$ cat config.mk
export PLATFORM = sky130hd
export DESIGN_NAME = ram_bus_arbiter
export DESIGN_NICKNAME = d
export VERILOG_FILES = /design/src/rtl/ram_bus_arbiter.sv
export SDC_FILE = /design/constraint.sdc
export NUM_CORES = 1
export LEC_CHECK = 0
export BUFFER_PORTS_ARGS = -buffer_cell sky130_fd_sc_hd__buf_2
export CAP_MARGIN = 15
export CORE_MARGIN = 8
export CORE_UTILIZATION = 41
export DETAILED_ROUTE_END_ITERATION = 16
export HOLD_SLACK_MARGIN = 0.08
export PLACE_DENSITY = 0.81
export SLEW_MARGIN = 20
export SYNTH_ARGS = -nofsm -noshare
export SYNTH_HDL_FRONTEND = slang
export SYNTH_SLANG_ARGS = --single-unit
$ cat constraint.sdc
create_clock -name clk -period 3.2 [get_ports clk]
set_clock_uncertainty 0.15 [all_clocks]
set_input_delay 0.16 -clock clk [delete_from_list [all_inputs] [get_ports clk]]
set_output_delay 0.16 -clock clk [all_outputs]
set_load 0.005 [all_outputs]
$ cat src/rtl/ram_bus_arbiter.sv
// RAM port owner for the ROMulator: hands the single RAM port to the flash loader,
// the CPU bus or the diagnostics engine, with region decode, write-protect and halt handshake.
module ram_bus_arbiter #(
  parameter int unsigned ADDR_WIDTH  = 16,
  parameter int unsigned DATA_WIDTH  = 8,
  parameter int unsigned NUM_REGIONS = 4,
  parameter int unsigned SYNC_STAGES = 2,
  parameter int unsigned VIOL_WIDTH  = 8
) (
  input  logic                              clk,
  input  logic                              reset,
  input  logic [ADDR_WIDTH-1:0]             address,
  input  logic                              phi2,
  input  logic                              rwbar,
  input  logic [DATA_WIDTH-1:0]             cpu_data_in,
  input  logic [ADDR_WIDTH-1:0]             ld_address,
  input  logic [DATA_WIDTH-1:0]             ld_data,
  input  logic                              ld_cs,
  input  logic                              ld_we,
  input  logic                              ld_done,
  input  logic                              diag_halt_req,
  input  logic [ADDR_WIDTH-1:0]             diag_address,
  input  logic [DATA_WIDTH-1:0]             diag_data,
  input  logic                              diag_cs,
  input  logic                              diag_we,
  input  logic [NUM_REGIONS*ADDR_WIDTH-1:0] region_base,
  input  logic [NUM_REGIONS*ADDR_WIDTH-1:0] region_mask,
  input  logic [NUM_REGIONS-1:0]            region_en,
  input  logic [NUM_REGIONS-1:0]            region_ro,
  output logic [ADDR_WIDTH-1:0]             ram_address,
  output logic [DATA_WIDTH-1:0]             ram_datain,
  output logic                              ram_cs,
  output logic                              ram_we,
  output logic                              data_oe,
  output logic                              dataoutenable,
  output logic                              busenable,
  output logic                              rdy,
  output logic                              diag_halt_ack,
  output logic [VIOL_WIDTH-1:0]             viol_count,
  output logic [2:0]                        state_o
);

  typedef enum logic [2:0] {
    ST_LOAD      = 3'd0,
    ST_RUN       = 3'd1,
    ST_HALT_PEND = 3'd2,
    ST_HALTED    = 3'd3,
    ST_RESUME    = 3'd4
  } state_e;

  state_e                  state_q, state_d;
  logic [SYNC_STAGES-1:0]  phi2_sync_q, phi2_sync_d;
  logic [SYNC_STAGES-1:0]  rwbar_sync_q, rwbar_sync_d;
  logic [ADDR_WIDTH-1:0]   addr_q, addr_d;
  logic [ADDR_WIDTH-1:0]   ram_address_q, ram_address_d;
  logic [DATA_WIDTH-1:0]   ram_datain_q, ram_datain_d;
  logic                    ram_cs_q, ram_cs_d;
  logic                    ram_we_q, ram_we_d;
  logic                    data_oe_q, data_oe_d;
  logic                    dataoutenable_q, dataoutenable_d;
  logic                    busenable_q, busenable_d;
  logic                    rdy_q, rdy_d;
  logic                    ack_q, ack_d;
  logic [VIOL_WIDTH-1:0]   viol_q, viol_d;

  logic                    phi2_s_c, rwbar_s_c, phi2_rise_c, phi2_fall_c;
  logic [NUM_REGIONS-1:0]  hit_c;
  logic                    any_hit_c, win_ro_c;

  // Edge detection uses the last two synchroniser stages; index 0 is the newest sample.
  always_comb begin
    phi2_sync_d  = {phi2_sync_q[SYNC_STAGES-2:0], phi2};
    rwbar_sync_d = {rwbar_sync_q[SYNC_STAGES-2:0], rwbar};
    phi2_s_c     = phi2_sync_q[SYNC_STAGES-1];
    rwbar_s_c    = rwbar_sync_q[SYNC_STAGES-1];
    phi2_rise_c  = phi2_sync_q[SYNC_STAGES-2] & ~phi2_sync_q[SYNC_STAGES-1];
    phi2_fall_c  = ~phi2_sync_q[SYNC_STAGES-2] & phi2_sync_q[SYNC_STAGES-1];
    addr_d       = phi2_rise_c ? address : addr_q;
  end

  // Region decode; the descending scan leaves the lowest-index hit in win_ro_c.
  always_comb begin
    hit_c    = '0;
    win_ro_c = 1'b0;
    for (int i = int'(NUM_REGIONS) - 1; i >= 0; i--) begin
      hit_c[i] = region_en[i] &
                 ((addr_q & region_mask[i*ADDR_WIDTH +: ADDR_WIDTH]) ==
                  (region_base[i*ADDR_WIDTH +: ADDR_WIDTH] & region_mask[i*ADDR_WIDTH +: ADDR_WIDTH]));
      if (hit_c[i]) win_ro_c = region_ro[i];
    end
    any_hit_c = |hit_c;
  end

  // Next state, then registered outputs decoded from the state being entered.
  always_comb begin
    state_d         = state_q;
    ram_address_d   = addr_q;
    ram_datain_d    = cpu_data_in;
    ram_cs_d        = 1'b0;
    ram_we_d        = 1'b0;
    data_oe_d       = 1'b0;
    busenable_d     = 1'b1;
    rdy_d           = 1'b0;
    ack_d           = 1'b0;
    viol_d          = viol_q;

    case (state_q)
      ST_LOAD:      if (ld_done) state_d = ST_RUN;
      ST_RUN:       if (diag_halt_req) state_d = ST_HALT_PEND;
      ST_HALT_PEND: begin
        if (!diag_halt_req)                state_d = ST_RESUME;
        else if (phi2_fall_c && rwbar_s_c) state_d = ST_HALTED;
      end
      ST_HALTED:    if (!diag_halt_req) state_d = ST_RESUME;
      ST_RESUME:    state_d = ST_RUN;
      default:      state_d = ST_LOAD;
    endcase

    case (state_d)
      ST_LOAD: begin
        ram_address_d = ld_address;
        ram_datain_d  = ld_data;
        ram_cs_d      = ld_cs;
        ram_we_d      = ld_we;
      end
      ST_RUN, ST_HALT_PEND: begin
        rdy_d       = (state_d == ST_RUN);
        busenable_d = ~any_hit_c;
        if (phi2_s_c && rwbar_s_c && any_hit_c) begin
          ram_cs_d  = 1'b1;
          data_oe_d = 1'b1;
        end
        if (phi2_fall_c && !rwbar_s_c && any_hit_c) begin
          if (win_ro_c) begin
            if (viol_q != {VIOL_WIDTH{1'b1}}) viol_d = viol_q + VIOL_WIDTH'(1);
          end else begin
            ram_cs_d = 1'b1;
            ram_we_d = 1'b1;
          end
        end
      end
      ST_HALTED: begin
        ram_address_d = diag_address;
        ram_datain_d  = diag_data;
        ram_cs_d      = diag_cs;
        ram_we_d      = diag_we;
        ack_d         = 1'b1;
      end
      default: ;
    endcase

    dataoutenable_d = ~data_oe_d;
  end

  always_ff @(posedge clk or posedge reset) begin
    if (reset) begin
      state_q         <= ST_LOAD;
      phi2_sync_q     <= '0;
      rwbar_sync_q    <= '0;
      addr_q          <= '0;
      ram_address_q   <= '0;
      ram_datain_q    <= '0;
      ram_cs_q        <= 1'b0;
      ram_we_q        <= 1'b0;
      data_oe_q       <= 1'b0;
      dataoutenable_q <= 1'b1;
      busenable_q     <= 1'b1;
      rdy_q           <= 1'b0;
      ack_q           <= 1'b0;
      viol_q          <= '0;
    end else begin
      state_q         <= state_d;
      phi2_sync_q     <= phi2_sync_d;
      rwbar_sync_q    <= rwbar_sync_d;
      addr_q          <= addr_d;
      ram_address_q   <= ram_address_d;
      ram_datain_q    <= ram_datain_d;
      ram_cs_q        <= ram_cs_d;
      ram_we_q        <= ram_we_d;
      data_oe_q       <= data_oe_d;
      dataoutenable_q <= dataoutenable_d;
      busenable_q     <= busenable_d;
      rdy_q           <= rdy_d;
      ack_q           <= ack_d;
      viol_q          <= viol_d;
    end
  end

  assign ram_address   = ram_address_q;
  assign ram_datain    = ram_datain_q;
  assign ram_cs        = ram_cs_q;
  assign ram_we        = ram_we_q;
  assign data_oe       = data_oe_q;
  assign dataoutenable = dataoutenable_q;
  assign busenable     = busenable_q;
  assign rdy           = rdy_q;
  assign diag_halt_ack = ack_q;
  assign viol_count    = viol_q;
  assign state_o       = 3'(state_q);

endmodule

* Word level (Yosys, flattened, before mapping)
Cells that the tools add are included. W data, S select, Z words.
Storage, ports and cells: flip-flop bits (word level) 62, bits in latches 0, RAM bits 0, memory bits (read-only) 0, input port bits 218, output and inout bits 42, logic and storage cells 79, memories 0
Operators by class: add/subtract/negate cells 1, multiply operators 0, divide/modulo/power cells 0, magnitude comparators 0, equality and inequality tests 12, shifts and indexed selects 0, muxes and demuxes 23, bitwise logic cells 18, reduce and logical (&&, ||, !) cells 11
Operators with widths (count):
- $and A16 B16 Y16 | 8
- $eq A16 B16 Y1 | 4
- $pmux W16 S2 | 1
- $pmux W8 S2 | 1
- $mux W3 | 5
- $pmux W3 S5 | 1
- $mux W1 | 13
- $eq A3 B2 Y1 const B | 4
- $add A8 B1 Y8 const B | 1
- $ne A8 B8 Y1 const B | 1
- $and A1 B1 Y1 | 6
- $eq A3 B1 Y1 const B | 2
- $logic_not A3 Y1 | 2
- $pmux W1 S3 | 2
- $logic_and A1 B1 Y1 | 5
- $not A1 Y1 | 4
- $reduce_and A4 Y1 | 1
- $reduce_or A4 Y1 | 1
- $eq A3 B3 Y1 const B | 1
- $reduce_or A2 Y1 | 1
- $logic_not A1 Y1 | 1

* Depth between registers and ports, before layout
depth in word-level cells 10, mapped depth 11, mapped depth without buffers 9

* Worst setup path before layout
Ideal clock, no wire load.
path kind register to register, from register addr_q[10], to register viol_q[1] (netlist: viol_count[1]), setup time 0.127 ns, data arrival time 2.264 ns, path slack 0.659 ns, cell stages (with the launch flop) 11, buffers on the path 2, cell sequence dfrtp_1 > buf_2 > xor2_1 > a22oi_1 > nand4_1 > a2111oi_4 > o41ai_2 > nor3_1 > and3_1 > buf_6 > mux2_1
Between the ends: cells in the longest elaborated chain, start to end 8, elaborated cells between the ends (all ways) 19, classes of those cells eq/ne (4); mux (4); bitwise (8); reduce/logical (3)
RTL lines:
- from (decl) | RTL line 54 | logic [ADDR_WIDTH-1:0] addr_q, addr_d;
- from (signal assigned) | RTL line 175 | addr_q <= addr_d;
- $and A16 B16 Y16 | RTL line 87 | ((addr_q & region_mask[i*ADDR_WIDTH +: ADDR_WIDTH]) ==
- $eq A16 B16 Y1 | RTL line 87
- $and A1 B1 Y1 | RTL line 86 | hit_c[i] = region_en[i] &
- $mux W1 (4 in a row) | RTL line 89 | if (hit_c[i]) win_ro_c = region_ro[i];
- $reduce_and A4 Y1 (no source line) *
- to (signal assigned) | RTL line 185 | viol_q <= viol_d;
- to (decl) | RTL line 64 | logic [VIOL_WIDTH-1:0] viol_q, viol_d;
Mark *: on every way between the ends. The rest lies on a longest branch, timed or not. A chain may end at the register's enable or synchronous reset.

* Final worst setup path
from input port diag_halt_req, to register ram_address_q[3] (netlist: ram_address[3])
Between the ends: cells in the longest elaborated chain, start to end 4, elaborated cells between the ends (all ways) 7, classes of those cells eq/ne (1); mux (5); reduce/logical (1)
RTL lines:
- from (decl) | RTL line 21 | input logic diag_halt_req,
- $mux W3 (on tied branches) | RTL line 114, 109, 111
- $pmux W3 S5 * | RTL line 107 | case (state_q)
- via state_d[0] | RTL line 51 | state_e state_q, state_d;
- $eq A3 B2 Y1 / $logic_not A3 Y1 (equally long branches) | RTL line 119 | case (state_d)
- $pmux W16 S2 * | RTL line 119
- via ram_address_d[3] | RTL line 55 | logic [ADDR_WIDTH-1:0] ram_address_q, ram_address_d;
- to (signal assigned) | RTL line 176 | ram_address_q <= ram_address_d;
- to (decl) | RTL line 55
Mark *: on every way through the listed nets, which the timed path passes. The rest lies on a longest branch.

==> results list <==
* Initial core utilization: 0.414
- The library cell used most frequently in the layout, excluding fill and tap cells, is sky130_fd_sc_hd__buf_2.
- Of the cells placed in the final design, the portion with a size suffix greater than 1 is 0.467.
- TritonCTS clock tree: yes
- At the end of routability-driven placement, the weighted congestion stood at 0.963.
- The worst setup path is launched from a primary input.
- Signed area change from the synthesized netlist to the final layout: 65.3%
- In this design, the largest share of critical-path delay is due to buffers and inverters.
- Class of the tightest hold or removal check: primary input to register
- Derived from the worst setup path, the maximum achievable clock frequency is 0.331 GHz.
* Switching power total: 1.22 mW
- Once detail routing completed, the nets flagged for antenna violations numbered 0.
- Horizontal extent of the die: 109 um
- The number of antenna violations at the first check in global routing is 2.
- The wire-length estimate of the detail-placed layout is 12400 um.
- Net Sw Frac: 0.356
- Clock-pin slew of the registers on the worst-case setup and hold paths: 0.07 ns
* Detail-routed via count per cell: 5.15
* Most area-consuming cells after synthesis: sky130_fd_sc_hd__dfrtp_1 (43%), sky130_fd_sc_hd__xor2_1 (16%), sky130_fd_sc_hd__a22oi_1 (10%)
- Leading cell types in the layout, fill and taps excluded: sky130_fd_sc_hd__buf_2 (259), sky130_fd_sc_hd__dlygate4sd3_1 (72), sky130_fd_sc_hd__xor2_1 (66), sky130_fd_sc_hd__dfrtp_1 (59), sky130_fd_sc_hd__nand2_1 (57)
- Final total negative setup slack: 0 ns
- The pre-antenna-repair detailed-routing pass consisted of 5 iterations.
- Summing internal, switching and leakage power gives 3.42 mW.
- Across the VDD grid, the largest voltage drop is 0.262 mV.
- Portion of the clock cycle consumed by the worst path in the final layout: 0.944
- Critical path start-end classification: primary input to register
- The worst setup path is captured at a register.
* Worst path arrival time: 3.14 ns
* Final instance area: 5820 um^2
- The share of total power dissipated in combinational logic is 0.450.
* Post-synthesis instance area: 3520 um^2
* Largest fanout on the critical path: 26
* Synth Register Bits: 62
* Standby leakage power: 3.00 nW
* Total DRC errors in the routed layout: 0
- The share of total power dissipated in the clock network is 0.213.
- The synthesized design contains 0 enable-type register cells.
- At the pin with the least slew margin, the transition time is 0.963 ns.
* Top FF cell, synth: sky130_fd_sc_hd__dfrtp_1
- The floorplan step defined a die boundary enclosing 11800 um^2.
- Count of fill cells added during filler insertion: 688
- The die is 109 um tall.
- Overall track demand over capacity in global routing: 0.266
- The signal on the critical path passes through dlygate4sd3_1 > buf_2 > nand2b_1 > o22ai_1 > o21ai_0 > inv_1 > nor3_4 > buf_4 > a22oi_1 > dlygate4sd3_1 > nand2_1.
- The number of nets in the synthesized netlist is 558.
* Placed instance count: 685
- The max-slew violation count came to 0.
- In the final layout, the multi-input gates occupy 1850 um^2.
- DRC violation total after the first TritonRoute iteration: 171
- The clock tree synthesis step divided the H-tree into 3 levels.
- Number of vias in the routed layout: 3988
* Max stage delay on crit path: 0.60 ns
* Library cell used as clock root buffer: sky130_fd_sc_hd__clkbuf_8
* Worst setup slack before clock tree synthesis: 0.155 ns
- The netlist uses 36 different library cells.
* Top cell type's share of synthesized area: 0.426
* Clock latency on the worst-skew pair: 0.34 ns
* RSZ-0062 raised after global routing: no
- sky130_fd_sc_hd__dfrtp_1 takes more of the synthesized area than any other cell.
- Final wirelength: 15900 um
* Required arrival time at the worst endpoint: 3.32 ns
- The net count of the finished layout is 879.
- Buffers added to address setup during post-CTS repair amount to 0.
* Cts bufs inserted: 9
- Worst rel slew slack: 0.355
- Overall overflow remaining after global route: 0
* Post-synthesis sequential area ratio: 0.441
- Final Critical Period: 3.02 ns
* Share of total power in sequential cells: 0.337
* Non-filler instance count after layout: 775
* Avg WL per Cell: 20.6 um
- Result of the run: complete, no violations
- Standard cell area after detailed placement: 4860 um^2
* Max Buffers Root-to-Sink: 2
- In this run the core area contains 34 standard-cell rows.
- The first global-routing pass estimated 23600 um of wire.
- The cell that appears most often on the critical path is sky130_fd_sc_hd__dlygate4sd3_1.
- Synthesis produced a netlist whose cell count is 339.
- P_int: 2.20 mW
* Synth async-reset ratio: 1.00
- Counting both buffers and inverters, the worst setup path holds a total of 5.
* Average cell area after synthesis: 10.4 um^2
* CP max stage cell: sky130_fd_sc_hd__dlygate4sd3_1
* Pwr/cell area: 587 nW/um^2
* Synthesis warning total: 0
* Via count of the first global-routing pass: 4513
- Final setup violation count: 0
- Across the run, the number of max-cap violations was 0.
- Largest net degree at the start of global routing: 34
* PnR worst setup slack: 0.179 ns
* IO Pins: 260
- Placeable Area: 8510 um^2
- Buffers on Ports: 259
* Hold violation total from the final report: 0
* Area occupied by registers: 1560 um^2
- CTS sink count: 62
## cell type report
type                    count  share of cell area
repair buffers            335               0.352
multi-input cells         248               0.318
flip-flops and latches     62               0.267
clock buffers              12              0.0284
well taps                 108              0.0232
clock inverters             3             0.00731
inverters                   4             0.00258
diodes                      3             0.00129
## synthesized netlist by cell type, drive strengths merged (2+ instances only)
cell type / instances
clkbuf: 7
nand2b: 2
a22o: 3
dfrtp: 60
o21ai: 2
a2111oi: 3
inv: 4
and3: 5
nor2: 7
buf: 18
mux2: 18
nand2: 57
xor2: 66
a22oi: 49
xnor2: 6
nor3: 5
nand4: 12
dfstp: 2
## power groups by stage
stage | Clock, mW | Sequential, mW | Combinational [mW]
after global routing | 0.769 | 1.17 | 1.68
after detailed placement | 0 | 1.17 | 1.23
after CTS | 0.739 | 1.15 | 1.51
after global placement | 0 | 1.15 | 1.20
after floorplan | 0 | 1.11 | 0.697
final | 0.727 | 1.15 | 1.54
## kinds of logic after synthesis
family                   count (synthesis)  share of synthesized area
flip-flops                              62                      0.441
AND/OR/NAND/NOR                         92                      0.119
AO/OA/AOI/OAI                           64                      0.154
buffers and inverters                   29                     0.0423
XOR/XNOR                                72                      0.179
multiplexers                            19                     0.0604
adder cells (fa/ha/maj)                  1                    0.00355
## per-layer routing
metal	up-vias	wire, um	track usage
met5	-	0	0
met4	0	520	0.137
met3	36	1320	0.0762
met2	203	8540	0.478
met1	1910	5570	0.278
li1	1839	-	-
## flip-flops by register name, summed over array words and instances (netlist names)
name,flops
addr_q,16
busenable,1
data_oe,1
dataoutenable,1
diag_halt_ack,1
phi2_sync_q,2
ram_address,16
ram_cs,1
ram_datain,8
ram_we,1
rdy,1
rwbar_sync_q,2
state_o,3
viol_count,8
## stage by stage
stage	utilization	hold slack (ns)
global route	0.684	0.160
detailed placement	0.572	0.121
floorplan	-	0.0414
finish	0.684	0.121
CTS	0.681	0.111
global placement	0.572	0.121
## path summary, 6_finish.rpt
check | from | endpoint | slack [ns] | cells past startpoint
max reg2reg | addr_q[0] | ram_cs | 0.22 | 9
min | region_ro[0] | ram_cs | 0.12 | 4
min reg2reg | rwbar_sync_q[0] | rwbar_sync_q[1] | 0.22 | 0
min in group asynchronous | reset | ram_datain[4] | 0.34 | 3
max | diag_halt_req | ram_address[3] | 0.18 | 11
max in group asynchronous | reset | dataoutenable | 1.65 | 4
## worst register-to-register path, cell delays in order, from the launching register on
cell,delay (ns)
sky130_fd_sc_hd__dfrtp_1,0.53
sky130_fd_sc_hd__xor2_1,0.23
sky130_fd_sc_hd__a22oi_1,0.19
sky130_fd_sc_hd__nand4_1,0.24
sky130_fd_sc_hd__a2111oi_4,0.44
sky130_fd_sc_hd__o41ai_2,0.16
sky130_fd_sc_hd__nor2_1,0.24
sky130_fd_sc_hd__a221oi_1,0.09
sky130_fd_sc_hd__dlygate4sd3_1,0.58
sky130_fd_sc_hd__nand2_1,0.07
## repair_timing
action / 4_1_cts / 5_1_grt
setup endpoints to repair: 0 / 4
resized for setup: 0 / 3
hold endpoints to repair: 77 / 0
hold buffers: 72 / 0
Power figures use the tool's default switching activity.
